**src/rtl/store_queue.sv**
```systemverilog
// Circular store queue: allocates at tail, answers load lookups, drains committed stores head first.
// Build option STORE_FWD_EN: forward bytes to loads; when undefined, any matching older store stalls the load.
module store_queue #(
    parameter int SQ_DEPTH = 8,
    parameter int SQ_IDX   = 3,
    parameter int XLEN     = 32
) (
    input  logic              clock,
    input  logic              reset,
    input  logic              alloc_en,
    output logic              alloc_ready,
    output logic [SQ_IDX-1:0] sq_tail,
    input  logic              exec_valid,
    input  logic [SQ_IDX-1:0] exec_idx,
    input  logic [XLEN-1:0]   exec_addr,
    input  logic [XLEN-1:0]   exec_data,
    input  logic [3:0]        exec_usebytes,
    input  logic              commit_en,
    input  logic              squash,
    input  logic [XLEN-1:0]   ld_addr,
    input  logic [SQ_IDX-1:0] ld_tail_pos,
    output logic              ld_stall,
    output logic [3:0]        ld_usebytes,
    output logic [XLEN-1:0]   ld_data,
    output logic              mem_wr_en,
    output logic [XLEN-1:0]   mem_wr_addr,
    output logic [XLEN-1:0]   mem_wr_data,
    output logic [3:0]        mem_wr_bytes,
    input  logic              mem_wr_ack
);
    localparam int PW = SQ_IDX + 1;

    typedef enum logic {S_IDLE, S_WRITE} drain_state_t;

    logic [SQ_IDX:0]     head, commit_ptr, tail, commit_nxt;
    logic [SQ_IDX-1:0]   head_idx, commit_idx, tail_idx;
    logic                full, alloc_fire, drain_done;
    drain_state_t        state;

    logic [SQ_DEPTH-1:0] e_valid, e_known, e_comm, squash_kill;
    logic [XLEN-3:0]     e_word  [SQ_DEPTH];
    logic [XLEN-1:0]     e_data  [SQ_DEPTH];
    logic [3:0]          e_bytes [SQ_DEPTH];
    logic                unused_addr_lsbs;

    assign head_idx    = head[SQ_IDX-1:0];
    assign commit_idx  = commit_ptr[SQ_IDX-1:0];
    assign tail_idx    = tail[SQ_IDX-1:0];
    assign full        = (head_idx == tail_idx) && (head[SQ_IDX] != tail[SQ_IDX]);
    assign alloc_ready = !full;
    assign sq_tail     = tail_idx;
    assign alloc_fire  = alloc_en && !full && !squash;
    assign drain_done  = mem_wr_en && mem_wr_ack;
    assign commit_nxt  = commit_ptr + PW'(commit_en);
    assign unused_addr_lsbs = ^{exec_addr[1:0], ld_addr[1:0]};

    // An entry committing in the same cycle as a squash survives it.
    always_comb begin
        squash_kill = '0;
        for (int i = 0; i < SQ_DEPTH; i++)
            squash_kill[i] = squash && e_valid[i] && !e_comm[i] &&
                             !(commit_en && commit_idx == SQ_IDX'(i));
    end

    always_ff @(posedge clock or negedge reset) begin
        if (!reset) begin
            commit_ptr <= '0;
            tail       <= '0;
            e_valid    <= '0;
            e_known    <= '0;
            e_comm     <= '0;
        end else begin
            commit_ptr <= commit_nxt;
            tail       <= squash ? commit_nxt : tail + PW'(alloc_fire);
            for (int i = 0; i < SQ_DEPTH; i++) begin
                if (drain_done && head_idx == SQ_IDX'(i)) begin
                    e_valid[i] <= 1'b0;
                    e_known[i] <= 1'b0;
                    e_comm[i]  <= 1'b0;
                end else if (squash_kill[i]) begin
                    e_valid[i] <= 1'b0;
                    e_known[i] <= 1'b0;
                end else begin
                    if (alloc_fire && tail_idx == SQ_IDX'(i)) begin
                        e_valid[i] <= 1'b1;
                        e_known[i] <= 1'b0;
                        e_comm[i]  <= 1'b0;
                    end
                    if (exec_valid && exec_idx == SQ_IDX'(i))
                        e_known[i] <= 1'b1;
                    if (commit_en && commit_idx == SQ_IDX'(i))
                        e_comm[i] <= 1'b1;
                end
            end
        end
    end

    always_ff @(posedge clock) begin
        if (exec_valid && !squash_kill[exec_idx]) begin
            e_word[exec_idx]  <= exec_addr[XLEN-1:2];
            e_data[exec_idx]  <= exec_data;
            e_bytes[exec_idx] <= exec_usebytes;
        end
    end

    // Drain: IDLE sees a committed head, WRITE holds the request until the cache acks.
    always_ff @(posedge clock or negedge reset) begin
        if (!reset) begin
            state     <= S_IDLE;
            mem_wr_en <= 1'b0;
            head      <= '0;
        end else begin
            case (state)
                S_IDLE: begin
                    if (e_valid[head_idx] && e_comm[head_idx]) begin
                        state     <= S_WRITE;
                        mem_wr_en <= 1'b1;
                    end
                end
                S_WRITE: begin
                    if (mem_wr_ack) begin
                        state     <= S_IDLE;
                        mem_wr_en <= 1'b0;
                        head      <= head + PW'(1);
                    end
                end
                default: begin
                    state     <= S_IDLE;
                    mem_wr_en <= 1'b0;
                end
            endcase
        end
    end

    assign mem_wr_addr  = {e_word[head_idx], 2'b00};
    assign mem_wr_data  = e_data[head_idx];
    assign mem_wr_bytes = e_bytes[head_idx];

    logic [SQ_IDX-1:0] lim, idx;
    logic              stall;
`ifdef STORE_FWD_EN
    logic [3:0]        fwd_bytes;
    logic [XLEN-1:0]   fwd_data;
`else
    logic              hit;
`endif

    // Walk oldest to youngest by distance from head so younger matches override older ones.
    always_comb begin
        lim   = ld_tail_pos - head_idx;
        idx   = '0;
        stall = 1'b0;
`ifdef STORE_FWD_EN
        fwd_bytes = '0;
        fwd_data  = '0;
`else
        hit = 1'b0;
`endif
        for (int k = 0; k < SQ_DEPTH; k++) begin
            idx = head_idx + SQ_IDX'(k);
            if (SQ_IDX'(k) < lim && e_valid[idx]) begin
                if (!e_known[idx]) begin
                    stall = 1'b1;
                end else if (e_word[idx] == ld_addr[XLEN-1:2]) begin
`ifdef STORE_FWD_EN
                    for (int b = 0; b < 4; b++) begin
                        if (e_bytes[idx][b]) begin
                            fwd_bytes[b]       = 1'b1;
                            fwd_data[8*b +: 8] = e_data[idx][8*b +: 8];
                        end
                    end
`else
                    hit = 1'b1;
`endif
                end
            end
        end
    end

`ifdef STORE_FWD_EN
    assign ld_stall    = stall;
    assign ld_usebytes = stall ? 4'b0000 : fwd_bytes;
    assign ld_data     = stall ? '0 : fwd_data;
`else
    assign ld_stall    = stall || hit;
    assign ld_usebytes = 4'b0000;
    assign ld_data     = '0;
`endif

endmodule

```
**config.mk**
```make
export PLATFORM = sky130hd
export DESIGN_NAME = store_queue
export DESIGN_NICKNAME = d
export VERILOG_FILES = /design/src/rtl/store_queue.sv
export SDC_FILE = /design/constraint.sdc
export NUM_CORES = 1
export LEC_CHECK = 0
export CAP_MARGIN = 20
export CORE_MARGIN = 5
export CORE_UTILIZATION = 31
export CTS_BUF_LIST = sky130_fd_sc_hd__clkbuf_8
export CTS_CLUSTER_SIZE = 25
export DETAILED_ROUTE_END_ITERATION = 7
export PLACE_DENSITY = 0.43
export SYNTH_ARGS = -nofsm -noshare
export SYNTH_HDL_FRONTEND = slang
export SYNTH_SLANG_ARGS = --single-unit
```
**constraint.sdc**
```tcl
create_clock -name clock -period 8.05 [get_ports clock]
set_clock_uncertainty 0.2 [all_clocks]
set_input_delay 0.805 -clock clock [delete_from_list [all_inputs] [get_ports clock]]
set_output_delay 0.805 -clock clock [all_outputs]
set_load 0.02 [all_outputs]
```
==> results.json <==
{
  "wire_per_inst_um": 30.59,
  "place.port_buffers": 180,
  "synth_seq_cells": 566,
  "synth_flop_cell": "sky130_fd_sc_hd__edfxtp_1",
  "synthMostInstantiatedCell": "sky130_fd_sc_hd__edfxtp_1",
  "totalNegativeSetupSlack_ns": 0,
  "clk_pin_slew_ns": 0.06,
  "remaining_drc_errors": 0,
  "run_status": "finished, final reports clean",
  "antenna_left": 0,
  "post_synth_main_area_contributors": "sky130_fd_sc_hd__edfxtp_1 44%, sky130_fd_sc_hd__mux4_2 28%, sky130_fd_sc_hd__mux2i_1 5.9%",
  "antenna_found_initial": 15,
  "synth.distinct_cells": 70,
  "hold_class": "flip-flop to flip-flop",
  "sequential_share_of_the_synthesized_area_pct": 46.16,
  "finalSetupViolations": 0,
  "critical_path.max_fanout": 40,
  "cts-root-to-sink-buffers": 3,
  "rsz0062_at_grt": "no",
  "post_synth_instance_area_um2": 36400,
  "detailedRoute.firstPassIterationCount": 5,
  "maxSlewViolCount": 0,
  "floorplan.die.width_um": 352.7,
  "maxCapViolCount": 0,
  "die_y_um": 352.7,
  "clock_tree.htree_level_count": 3,
  "critical_path_data_arrival_time_ns": 6.33,
  "pwrdens_nw_per_um2": 417.8,
  "grt_use_total_pct": 19.52,
  "tritoncts": "done",
  "syn_avg_cell_area_um2": 15.88,
  "first_global_vias": 23450,
  "synth-edff-count": 528,
  "dr_total_vias": 22790,
  "layout-drive-gt1-share_pct": 27.75,
  "synth_largest_type_area_fraction_pct": 43.55,
  "total_power_mw": 17.32,
  "min_period_over_period_pct": 91.06,
  "required_ns": 7.05,
  "cellLeakagePower_nw": 13.75,
  "critPathLaunchType": "flip-flop",
  "detailedRoute.firstIterationViolations": 2346,
  "finish.net_count": 2553,
  "netlist.top_cell.by_area": "sky130_fd_sc_hd__edfxtp_1",
  "cts_sinks": 566,
  "worstMarginPinSlew_ns": 1.019,
  "wl_um": 123600,
  "post_cts.repair.setup_buffers": 0,
  "worst_ir_drop_vdd_mv": 0.2860,
  "globalplace.congestion": 0.8715,
  "clock_insertion_delay_worst_skew_ns": 0.81,
  "ios": 223,
  "layout_min_cycle_time_ns": 7.331,
  "synth.top_cells.by_count": "528 x sky130_fd_sc_hd__edfxtp_1, 459 x sky130_fd_sc_hd__mux4_2, 215 x sky130_fd_sc_hd__mux2i_1",
  "core-area_um2": 116400,
  "place_hpwl_um": 80420,
  "grt_first_pass_wirelength_um": 176600,
  "crit_path_end_kind": "output port",
  "max_freq_ghz": 0.1364,
  "async_set_reset_flop_share_out_of_synthesis_pct": 6.714,
  "synthCells": 2293,
  "grt_start_max_net_pins": 126,
  "cts_made_buffers": 105,
  "grt_overflow_total": 0,
  "area_delta_synth_final_pct": 13.86,
  "count_of_synthesis_stage_warnings_from_yosys": 0,
  "timing.slew.headroom_pct": 32.00,
  "num_rows": 125,
  "ctsRootBufferMaster": "sky130_fd_sc_hd__clkbuf_8",
  "average_vias_per_placed_instance": 5.638,
  "finalHoldViolations": 0,
  "start_util_pct": 31.29,
  "setup.worst_path.class": "flip-flop to output port",
  "floorplan.die_area_um2": 124400
}
[final timing paths]
| path | start | end | slack (ns) | cells after the start |
|---|---|---|---|---|
| setup / recovery | head[0]$_DFFE_PN0P_ | ld_stall | 0.72 | 12 |
| hold / removal | commit_ptr[3]$_DFF_PN0_ | commit_ptr[3]$_DFF_PN0_ | 0.28 | 1 |
| setup reg to reg | head[0]$_DFFE_PN0P_ | head[1]$_DFFE_PN0P_ | 4.90 | 4 |
| hold reg to reg | commit_ptr[3]$_DFF_PN0_ | commit_ptr[3]$_DFF_PN0_ | 0.28 | 1 |
| max in group asynchronous | reset | head[2]$_DFFE_PN0P_ | 6.52 | 2 |
| min in group asynchronous | reset | commit_ptr[2]$_DFF_PN0_ | 0.46 | 2 |
[placed cells by master (no fill, tap or decap), drive strengths merged, types with 13 or more instances in the layout]
| cell type | instances |
|---|---|
| edfxtp | 528 |
| mux4 | 463 |
| mux2i | 215 |
| nand2 | 196 |
| clkdlybuf4s50 | 179 |
| xnor2 | 150 |
| clkbuf | 107 |
| xor2 | 101 |
| inv | 59 |
| buf | 46 |
| conb | 38 |
| dfrtp | 38 |
| nand4 | 36 |
| mux2 | 36 |
| clkinv | 34 |
| nor4 | 32 |
| nor2 | 31 |
| nand3 | 29 |
| a21oi | 22 |
| nor3 | 17 |
| o21ai | 15 |
| nor2b | 13 |
| ha | 13 |
[what timing repair did]
action / in CTS / in global routing
resized for setup: 0 / 0
hold buffers: 1 / 0
hold endpoints to repair: 38 / 0
setup endpoints to repair: 0 / 0
[flip-flops by register name (all words and copies together) (netlist names), 8 cells and up]
signal / count
e_bytes: 32
e_known: 8
e_word: 240
e_data: 256
e_valid: 8
e_comm: 8
[cells by family (layout without fill, tap and decap cells)]
group,count (synthesis),count (layout),share of synthesized area (%)
multiplexers,714,714,35.71
flip-flops,566,566,46.16
AND/OR/NAND/NOR,394,394,5.221
buffers and inverters,257,439,4.482
XOR/XNOR,252,252,6.125
AO/OA/AOI/OAI,95,95,1.787
adder cells (fa/ha/maj),14,14,0.5018
other,1,44,0.01030
[through the flow]
step | cells | util, % | hold WS, ns | cell area, um^2 | worst slack [ns]
floorplan | 2330 | - | 0.2439 | 36540 | 3.019
global placement | 3842 | 33.78 | 0.2633 | 39300 | 1.494
detailed placement | 3842 | 33.78 | 0.2651 | 39300 | 1.450
CTS | 4036 | 35.61 | 0.2757 | 41430 | 0.5021
global route | 4037 | 35.61 | 0.2931 | 41440 | 0.2669
finish | 4042 | 35.62 | 0.2790 | 41450 | 0.7195
[where the power goes]
group	leakage [nW]	switching, mW	internal [mW]	total, mW
Sequential	5.26	0.328	3.39	3.72
Clock	1.20	1.30	1.54	2.84
Combinational	7.30	5.87	4.88	10.8
[area by class of cell]
type | count | area, um^2
clock buffers | 107 | 1473
repair buffers | 226 | 2270
clock inverters | 86 | 649.4
diodes | 6 | 15.01
fillers | 11100 | 74910
inverters | 20 | 80.08
flip-flops and latches | 566 | 16820
well taps | 1524 | 1907
multi-input cells | 1507 | 18240
[metal layers]
metal	track usage, %	routed length [um]	vias up
li1	-	-	9556
met1	24.74	49540	12030
met2	32.14	60120	969
met3	5.957	9782	216
met4	6.187	4108	14
met5	0	84	-
[critical path, cell delays in order (launching register included)]
cell	delay [ns]
sky130_fd_sc_hd__dfrtp_4	0.82
sky130_fd_sc_hd__inv_6	0.28
sky130_fd_sc_hd__ha_4	0.87
sky130_fd_sc_hd__buf_4	0.45
sky130_fd_sc_hd__mux4_2	0.54
sky130_fd_sc_hd__mux2i_1	0.18
sky130_fd_sc_hd__xnor2_1	0.16
sky130_fd_sc_hd__nor4_1	0.32
sky130_fd_sc_hd__nand4_1	0.27
sky130_fd_sc_hd__nor4_1	0.48
sky130_fd_sc_hd__a311oi_1	0.11
sky130_fd_sc_hd__nand3_1	0.24
sky130_fd_sc_hd__clkdlybuf4s50_1	0.67
Note: power is estimated with default switching activity, not from simulation.
